## src/rtl/pcileech_sysrst_ctl.sv

```systemverilog
// Board reset/button controller: 2-FF button sync, optional debounce, POR/hold FSM,
// config-reload pulse, power-on blink and uptime. Debounce enabled by PCILEECH_RSTCTL_DEBOUNCE_EN.
module pcileech_sysrst_btn #(
  parameter int unsigned DEBOUNCE_CYCLES = 1000000
)(
  input  logic clk,
  input  logic rst_n,
  input  logic btn_n,
  output logic pressed
);
  logic [1:0] sync_q;

  always_ff @(posedge clk) begin
    if (!rst_n) sync_q <= '0;
    else        sync_q <= {sync_q[0], ~btn_n};
  end

`ifdef PCILEECH_RSTCTL_DEBOUNCE_EN
  localparam int CNT_W = $clog2(DEBOUNCE_CYCLES + 1);
  logic [CNT_W-1:0] cnt;
  logic             filt;

  // Count consecutive cycles the synced level disagrees with the accepted one.
  always_ff @(posedge clk) begin
    if (!rst_n) begin
      cnt  <= '0;
      filt <= 1'b0;
    end else if (sync_q[1] == filt) begin
      cnt  <= '0;
    end else if (cnt == CNT_W'(DEBOUNCE_CYCLES - 1)) begin
      filt <= sync_q[1];
      cnt  <= '0;
    end else begin
      cnt  <= cnt + 1'b1;
    end
  end

  assign pressed = filt;
`else
  assign pressed = sync_q[1];
`endif
endmodule

module pcileech_sysrst_ctl #(
  parameter int unsigned POR_CYCLES       = 64,
  parameter int unsigned DEBOUNCE_CYCLES  = 1000000,
  parameter int unsigned RELOAD_CYCLES    = 500000000,
  parameter int unsigned BLINK_BIT        = 24,
  parameter int unsigned BLINK_WINDOW_BIT = 27
)(
  input  logic        clk,
  input  logic        rst_n,
  input  logic        user_sw1_n,
  input  logic        user_sw2_n,
  output logic        rst_sys,
  output logic        ft601_rst_n,
  output logic        rst_cfg_reload,
  output logic        led_pwronblink,
  output logic [63:0] uptime
);
  localparam int NUM_LANES = 2;
  localparam int POR_W     = $clog2(POR_CYCLES + 1);
  localparam int HOLD_W    = $clog2(RELOAD_CYCLES + 1);

  localparam logic [1:0] S_POR  = 2'd0;
  localparam logic [1:0] S_RUN  = 2'd1;
  localparam logic [1:0] S_HOLD = 2'd2;

  logic [NUM_LANES-1:0] btn_n, btn_p;
  logic                 sw1_p, sw2_p, blink_win;
  logic [1:0]           state;
  logic [POR_W-1:0]     por_cnt;
  logic [HOLD_W-1:0]    hold_cnt;

  assign btn_n = {user_sw2_n, user_sw1_n};

  pcileech_sysrst_btn #(.DEBOUNCE_CYCLES(DEBOUNCE_CYCLES)) u_btn [NUM_LANES-1:0] (
    .clk     (clk),
    .rst_n   (rst_n),
    .btn_n   (btn_n),
    .pressed (btn_p)
  );

  assign sw1_p     = btn_p[0];
  assign sw2_p     = btn_p[1];
  assign blink_win = (uptime[63:BLINK_WINDOW_BIT] == '0);

  always_ff @(posedge clk) begin
    if (!rst_n) begin
      state          <= S_POR;
      por_cnt        <= '0;
      hold_cnt       <= '0;
      uptime         <= '0;
      rst_sys        <= 1'b1;
      ft601_rst_n    <= 1'b0;
      rst_cfg_reload <= 1'b0;
      led_pwronblink <= 1'b0;
    end else begin
      rst_cfg_reload <= 1'b0;
      rst_sys        <= (state != S_RUN);
      ft601_rst_n    <= (state == S_RUN);
      led_pwronblink <= sw1_p ^ (uptime[BLINK_BIT] & blink_win);
      uptime         <= (state == S_RUN) ? uptime + 64'd1 : '0;
      case (state)
        S_POR: begin
          // A held reset button wins over POR completion.
          if (sw2_p) begin
            state    <= S_HOLD;
            por_cnt  <= '0;
            hold_cnt <= '0;
          end else if (por_cnt == POR_W'(POR_CYCLES - 1)) begin
            state   <= S_RUN;
            por_cnt <= '0;
          end else begin
            por_cnt <= por_cnt + 1'b1;
          end
        end
        S_RUN: begin
          if (sw2_p) begin
            state    <= S_HOLD;
            hold_cnt <= '0;
          end
        end
        S_HOLD: begin
          if (!sw2_p) begin
            state    <= S_POR;
            por_cnt  <= '0;
            hold_cnt <= '0;
          end else if (hold_cnt != HOLD_W'(RELOAD_CYCLES)) begin
            // Saturating count makes the reload pulse one-shot per hold.
            hold_cnt       <= hold_cnt + 1'b1;
            rst_cfg_reload <= (hold_cnt == HOLD_W'(RELOAD_CYCLES - 1));
          end
        end
        default: state <= S_POR;
      endcase
    end
  end
endmodule

```

## config.mk

```make
export PLATFORM = sky130hd
export DESIGN_NAME = pcileech_sysrst_ctl
export DESIGN_NICKNAME = d
export VERILOG_FILES = /design/src/rtl/pcileech_sysrst_ctl.sv
export SDC_FILE = /design/constraint.sdc
export NUM_CORES = 1
export LEC_CHECK = 0
export CELL_PAD_IN_SITES_DETAIL_PLACEMENT = 1
export CELL_PAD_IN_SITES_GLOBAL_PLACEMENT = 1
export CORE_MARGIN = 4
export CORE_UTILIZATION = 42
export DETAILED_ROUTE_END_ITERATION = 16
export HOLD_SLACK_MARGIN = 0.08
export PLACE_DENSITY_LB_ADDON = 0.1
export SYNTH_ARGS = -nofsm -noshare
export SYNTH_HDL_FRONTEND = slang
export SYNTH_SLANG_ARGS = --single-unit
```

## constraint.sdc

```tcl
create_clock -name clk -period 2.5 [get_ports clk]
set_clock_uncertainty 0.15 [all_clocks]
set_input_delay 0.625 -clock clk [delete_from_list [all_inputs] [get_ports clk]]
set_output_delay 0.625 -clock clk [all_outputs]
set_load 0.01 [all_outputs]
```

==> out/qor.yml, run 1 <==
clock_tree:
  tritoncts_buffer_count: 9
  htree_levels: 3
  cts_num_sinks: 110
  root_buffer: "sky130_fd_sc_hd__clkbuf_16"
  clkTransAtPathRegs_ns: 0.07
  holdBufCountCts: 0
  ctsLongestPathBuffers: 2
  tritoncts_clock_tree: "yes"
  clk_latency_ns: 0.36
die:
  core.rowCount: 41
  boundaryPins: 72
  design.die.area_mm2: 0.0148
  die_h_um: 121
  initial_core_util_pct: 42.9
  core-area_mm2: 0.0126
  dieWidth_um: 121
power:
  power.ir.vdd_worst_mv: 0.254
  total_chip_power_uw: 3240
  power_density_normalized_to_cell_area_mw_per_mm2: 482
  p_leak_uw: 0.00216
global_routing:
  first_global_vias: 5328
  global_route.overflow_total: 0
  grtUsageTotal_pct: 22.5
  antenna_found_initial: 0
  grt_start_max_net_pins: 39
  first_pass_grt_wire_length_um: 26800
route:
  post-route-drc-count: 0
  via_per_inst: 5.82
  drt-pass1-iter-count: 4
  wl_um: 16100
  dr.first_iter.drc_count: 233
  ant_nets: 0
  vias: 5228
  routedWlPerCell_um: 18.0
place:
  detailedPlacementHpwl_um: 11800
  placed_insts: 881
  buffer_ports.inserted: 71
  gp_congestion: 0.852
yosys:
  synth_top_flop_cell: "sky130_fd_sc_hd__dfxtp_1"
  post-synth-top-area-fraction_pct: 40.7
  synth_async_sr_flop_share_pct: 0
  synthesis.area_per_instance_um2: 8.54
  synth-edff-count: 0
  synthesis.nets: 641
  ys_top_cells_by_area: "sky130_fd_sc_hd__dfxtp_1 (41%), sky130_fd_sc_hd__nand4_1 (4.7%), sky130_fd_sc_hd__xor2_1 (4.2%)"
  ffs_latches_synth: 110
  synthesis.instances: 633
  yosysSeqAreaShare_pct: 40.7
  synth_top_area_cell: "sky130_fd_sc_hd__dfxtp_1"
  number_of_warnings_reported_in_the_yosys_synthesis_log: 0
  mappedNetlistArea_mm2: 0.00541
  synth_cell_types: 63
layout:
  post-route-util_pct: 53.4
  final_common_cell: "sky130_fd_sc_hd__dfxtp_1"
  area_growth_syn_to_fin_pct: 24.5
  filler_cell_count: 1510
  mostFrequentLayoutCells: "sky130_fd_sc_hd__dfxtp_1 (107), sky130_fd_sc_hd__clkdlybuf4s50_1 (71), sky130_fd_sc_hd__nor2_1 (55), sky130_fd_sc_hd__nand2_1 (50)"
  post_route_cells_drive_above_1_share_pct: 10.1
  stdcell_count: 898
  layout.nets: 729
  num_antenna_cells: 0
critical_path:
  timing.rr.end: "hold_cnt[14]"
  cpLargestDelayFamily: "simple AND/OR/NAND/NOR gates"
  worst-setup-path-type: "reg2reg"
  setup.worst_path.end_class: "flip-flop"
  critical_path.startpoint_type: "flip-flop"
  critical_path_cell_count: 8
  crit_path_max_fanout: 38
  worst-path-buf-inv: 2
  critical_path_required_time_ns: 2.64
  number_of_cells_on_the_worst_reg_to_reg_path: 8
  reg2reg_setup_slack_ns: 0.13
  crit_chain: "inv_1 > ha_1 > nor4bb_1 > and4_4 > a41o_1 > buf_12 > or4_1 > a21oi_1"
  worst_ep_arrival_time_ns: 2.51
  cpMaxStageDelayCell: "sky130_fd_sc_hd__or4_1"
  cpPeakStageDelay_ns: 0.52
  reg2reg_from: "hold_cnt[0]"
flow_run:
  max-cap-violations: 0
sta:
  slew_headroom_pct: 59.9
  timing.final.crit_period_ns: 2.37
  finalSetupViolations: 0
  timing.final.hold_violations: 0
  worst-slew-pin-transition_ns: 0.599
  fmax_mhz: 422
  post-route-period-util_pct: 94.8
  slew_viol_final: 0
  final.hold.worst_slack_ns: 0.289
  grt_setup_unrepaired: "false"
run_status:
  outcome: "complete, no violations"
min_path:
  holdCritPathClass: "reg2reg"
  launch_point_of_the_worst_hold_path: "u_btn[1].sync_q[0]"
  worst_hold_path.num_cells: 1
  hold_end: "u_btn[1].sync_q[1]"
worst reg2reg max path: stages (launching register included):
cell	delay (ns)
sky130_fd_sc_hd__dfxtp_1	0.43
sky130_fd_sc_hd__inv_1	0.07
sky130_fd_sc_hd__ha_1	0.20
sky130_fd_sc_hd__nor4bb_1	0.13
sky130_fd_sc_hd__and4_4	0.20
sky130_fd_sc_hd__a41o_1	0.26
sky130_fd_sc_hd__buf_12	0.17
sky130_fd_sc_hd__or4_1	0.53
sky130_fd_sc_hd__a21oi_1	0.16
kinds of logic after synthesis:
| family | share of synthesized area [%] |
|---|---|
| and+or+nand+nor | 35.6 |
| DFF | 40.7 |
| adders and majority gates | 0.925 |
| muxes | 0.925 |
| xor gates and xnor gates | 6.32 |
| buffers and inverters | 3.42 |
| AOI/OAI and AO/OA | 12.1 |
cell type report:
cell class	instances	area, um^2	share of cell area (%)
Clock buffer	11	253	3.75
Multi-Input combinational cell	484	3020	44.9
Timing Repair Buffer	101	948	14.1
Sequential cell	110	2210	32.8
Inverter	15	56.3	0.836
Clock inverter	5	32.5	0.483
Tap cell	172	215	3.20
power by group:
group          internal, uW  switching, uW
logic                  29.8           43.5
clock network           732            675
registers              1760           5.53
total                  2520            724
per-layer routing:
| metal | track usage, % | wire length [um] | vias to the layer above |
|---|---|---|---|
| li1 | - | - | 2543 |
| met1 | 27.2 | 6930 | 2575 |
| met2 | 40.0 | 8360 | 90 |
| met3 | 3.54 | 567 | 20 |
| met4 | 8.26 | 269 | 0 |
| met5 | 0 | 0 | - |
what timing repair did:
item / 4_1_cts / 5_1_grt
endpoints found under the setup margin: 0 / 2
setup buffers: 0 / 1
gates resized for setup: 0 / 3
endpoints found under the hold margin: 0 / 0
per-stage QoR:
stage / cell area (um^2) / TNS, ns / setup slack, ns
floorplan: 5410 / 0 / 0.393
global placement: 6440 / -0.0768 / -0.0200
detailed placement: 6440 / -0.295 / -0.0662
CTS: 6720 / 0 / 0.149
global route: 6730 / 0 / 0.0135
finish: 6730 / 0 / 0.131
worst max path at each step:
| stage | start | end |
|---|---|---|
| 3_5_place_dp | rst_n | uptime[58] |
| 3_3_place_gp | rst_n | uptime[46] |
| 2_1_floorplan | hold_cnt[0] | hold_cnt[10] |
| 5_1_grt | uptime[8] | uptime[42] |
| 4_1_cts | hold_cnt[0] | hold_cnt[14] |
| 6_report | hold_cnt[0] | hold_cnt[14] |
cell usage after synthesis (all sizes together), types with 14 or more instances:
cell type	n
a21oi	39
clkbuf	14
dfxtp	110
inv	15
nand2	50
nand3	42
nand4	45
nor2	56
nor3	14
nor4	21
o21ai	29
or3	22
or4	20
xor2	26
registers in the layout, summed over array words and instances, names as in the netlist:
register        count
ft601_rst_n         1
hold_cnt           29
led_pwronblink      1
por_cnt             7
rst_cfg_reload      1
rst_sys             1
state               2
u_btn.sync_q        4
uptime             64
Power figures use the tool's default switching activity.
==> run 2, diff against run 1 <==
CORE_UTILIZATION = 48   (was 42)
DONT_BUFFER_PORTS = 1   (was not set)
==> run 2 against run 1 <==
Effect of this change:
- via count is 4.5% lower
- worst setup slack lost 0.032 ns
- clock-buffer cell count fell by 2
- power grew 0.72%
- wire length down 6.1%
- worst hold slack worse by 0.11 ns
- core utilization increased by 2.6 points
- combinational power shrank 26%
- maximum frequency fell by 1.3%
- first-iteration DRC count is 24% lower
- critical path type unchanged
- critical endpoint is now uptime[40]
- largest cell class unchanged
- largest power group unchanged
==> out/qor.yml, run 2 (synthesis results as in run 1) <==
min_path:
  holdCritPathClass: "in2reg"
  worst_hold_path.num_cells: 1  # unchanged
  hold_end: "u_btn[0].sync_q[0]"
  launch_point_of_the_worst_hold_path: "user_sw1_n"
route:
  wl_met3_um: 697  # +23%
  vias: 4991  # -4.5%
  dr.first_iter.drc_count: 176  # -24%
  wl_um: 15200  # -6.1%
  ant_nets: 0  # unchanged
  post-route-drc-count: 0  # unchanged
  route.met2.wl_um: 7860  # -6.1%
  routedWlPerCell_um: 18.7  # +4.0%
  via_per_inst: 6.15  # +5.7%
  met1_length_um: 6210  # -10%
  routed.top_layer: "met4"
  drt-pass1-iter-count: 4  # unchanged
place:
  detailedPlacementHpwl_um: 11200  # -4.9%
  gp_congestion: 0.848  # -0.47%
  buffer_ports.inserted: 0  # -100%
sta:
  setup-tns-final_ns: 0  # unchanged
  post-route-period-util_pct: 96.1  # +1.3 points
  finalSetupViolations: 0  # unchanged
  worst-slew-pin-transition_ns: 0.613  # +0.0149 ns
  fmax_mhz: 416  # -1.3%
  final.hold.worst_slack_ns: 0.174  # -0.115 ns
  timing.final.crit_period_ns: 2.40  # +0.0321 ns
  slew_headroom_pct: 58.8  # -1.1 points
  slew_viol_final: 0  # unchanged
  timing.final.hold_violations: 0  # unchanged
die:
  core-area_mm2: 0.0109  # -13%
  initial_core_util_pct: 49.5  # +6.6 points
  die_h_um: 114  # -6.0%
  dieWidth_um: 114  # -6.0%
  core.rowCount: 38  # -7.3%
  design.die.area_mm2: 0.0130  # -12%
  boundaryPins: 72  # unchanged
critical_path:
  crit_chain: "nand3_1 > nor4_2 > nand4_1 > or4_1 > nand2_1"
  number_of_cells_on_the_worst_reg_to_reg_path: 5  # -3
  critical_path_required_time_ns: 2.66  # +0.02 ns
  setup.worst_path.end_class: "flip-flop"
  reg2reg_setup_slack_ns: 0.1  # -0.03 ns
  worst-path-buf-inv: 0  # -2
  crit_path_max_fanout: 6  # -84%
  reg2reg_from: "uptime[16]"
  worst-setup-path-type: "reg2reg"
  timing.rr.end: "uptime[40]"
  worst_ep_arrival_time_ns: 2.56  # +0.05 ns
  critical_path.startpoint_type: "flip-flop"
  cpPeakStageDelay_ns: 0.63  # +0.11 ns
  cpMaxStageDelayCell: "sky130_fd_sc_hd__nor4_2"
  cpLargestDelayFamily: "simple AND/OR/NAND/NOR gates"
global_routing:
  global_route.overflow_total: 0  # unchanged
  first_pass_grt_wire_length_um: 25500  # -5.0%
  first_global_vias: 5100  # -4.3%
  grt_start_max_net_pins: 26  # -33%
  grtUsageTotal_pct: 24.2  # +1.8 points
  antenna_found_initial: 0  # unchanged
layout:
  largestRegisters: "uptime: 64 flops, hold_cnt: 29 flops, por_cnt: 7 flops"
  largest_register_ff_count: 64  # unchanged
  final_common_cell: "sky130_fd_sc_hd__dfxtp_1"
  num_antenna_cells: 0  # unchanged
  seqCellArea_mm2: 0.00220  # -0.17%
  post_route_cells_drive_above_1_share_pct: 13.4  # +3.4 points
  layout.nets: 674  # -7.5%
  filler_cell_count: 1326  # -12%
  area_taken_by_multi_input_logic_gates_mm2: 0.00304  # +0.70%
  top_register: "uptime"
  mostFrequentLayoutCells: "sky130_fd_sc_hd__dfxtp_1 (110), sky130_fd_sc_hd__nor2_1 (54), sky130_fd_sc_hd__nand2_1 (50), sky130_fd_sc_hd__buf_4 (46)"
  post-route-util_pct: 56.0  # +2.6 points
  area_growth_syn_to_fin_pct: 13.2
clock_tree:
  root_buffer: "sky130_fd_sc_hd__clkbuf_16"
  cts_num_sinks: 110  # unchanged
  clkTransAtPathRegs_ns: 0.07  # about the same
  clk_latency_ns: 0.36  # about the same
  tritoncts_clock_tree: "yes"
  holdBufCountCts: 0  # unchanged
  ctsLongestPathBuffers: 2  # unchanged
  htree_levels: 3  # unchanged
  tritoncts_buffer_count: 9  # unchanged
power:
  total_chip_power_uw: 3270  # +0.72%
  power.ir.vdd_worst_mv: 0.507  # +100%
  p_leak_uw: 0.00200  # -7.4%
  power_density_normalized_to_cell_area_mw_per_mm2: 534  # +11%
flow_run:
  max-cap-violations: 0  # unchanged
run_status:
  outcome: "complete, no violations"
run 2: changes by cell type in the layout (fill, tap and decap cells not counted), moves of 2 or more:
cell / delta
sky130_fd_sc_hd__buf_4: +17
sky130_fd_sc_hd__clkbuf_8: -2
sky130_fd_sc_hd__clkdlybuf4s50_1: -71
sky130_fd_sc_hd__clkinv_2: -2
sky130_fd_sc_hd__clkinvlp_4: +3
sky130_fd_sc_hd__dfxtp_1: +3
sky130_fd_sc_hd__dfxtp_2: -3
run 2: worst max path at each step:
stage / startpoint / to / slack (ns) / depth (start not counted)
after global placement: uptime[1] / uptime[46] / 0.19 / 7
after global routing: uptime[1] / uptime[54] / -0.001 / 7
final: uptime[16] / uptime[40] / 0.1 / 5
after CTS: uptime[26] / uptime[52] / 0.09 / 5
after floorplan: hold_cnt[0] / hold_cnt[10] / 0.39 / 8
after detailed placement: uptime[26] / uptime[52] / 0.11 / 5
run 2: final cells by class:
type,count,area share (%)
clock buffers,9,3.68
clock inverters,7,1.23
inverters,15,0.920
multi-input cells,484,49.7
flip-flops and latches,110,36.0
well taps,140,2.86
repair buffers,46,5.64
run 2: per-stage QoR:
stage | cells | setup slack [ns] | instance area (um^2)
floorplan | 633 | 0.393 | 5410
global route | 811 | -0.00149 | 6120
detailed placement | 795 | 0.105 | 5810
finish | 811 | 0.0985 | 6120
global placement | 795 | 0.190 | 5810
CTS | 811 | 0.0922 | 6110
run 2: power breakdown:
| group | internal [uW] | switching, uW | total, uW |
|---|---|---|---|
| logic | 20.1 | 34.2 | 54.3 |
| registers | 1760 | 7.01 | 1770 |
| clock network | 778 | 669 | 1450 |
| total | 2560 | 710 | 3270 |
run 2: metal layers:
layer | vias up | GRT usage [%]
met5 | - | 0
met4 | 0 | 9.03
met3 | 27 | 6.08
met2 | 94 | 43.2
met1 | 2452 | 27.9
li1 | 2418 | -
run 2: what timing repair did:
action | CTS | global route
gates resized for setup | 0 | 3
endpoints found under the setup margin | 0 | 8
buffers inserted | 0 | 0
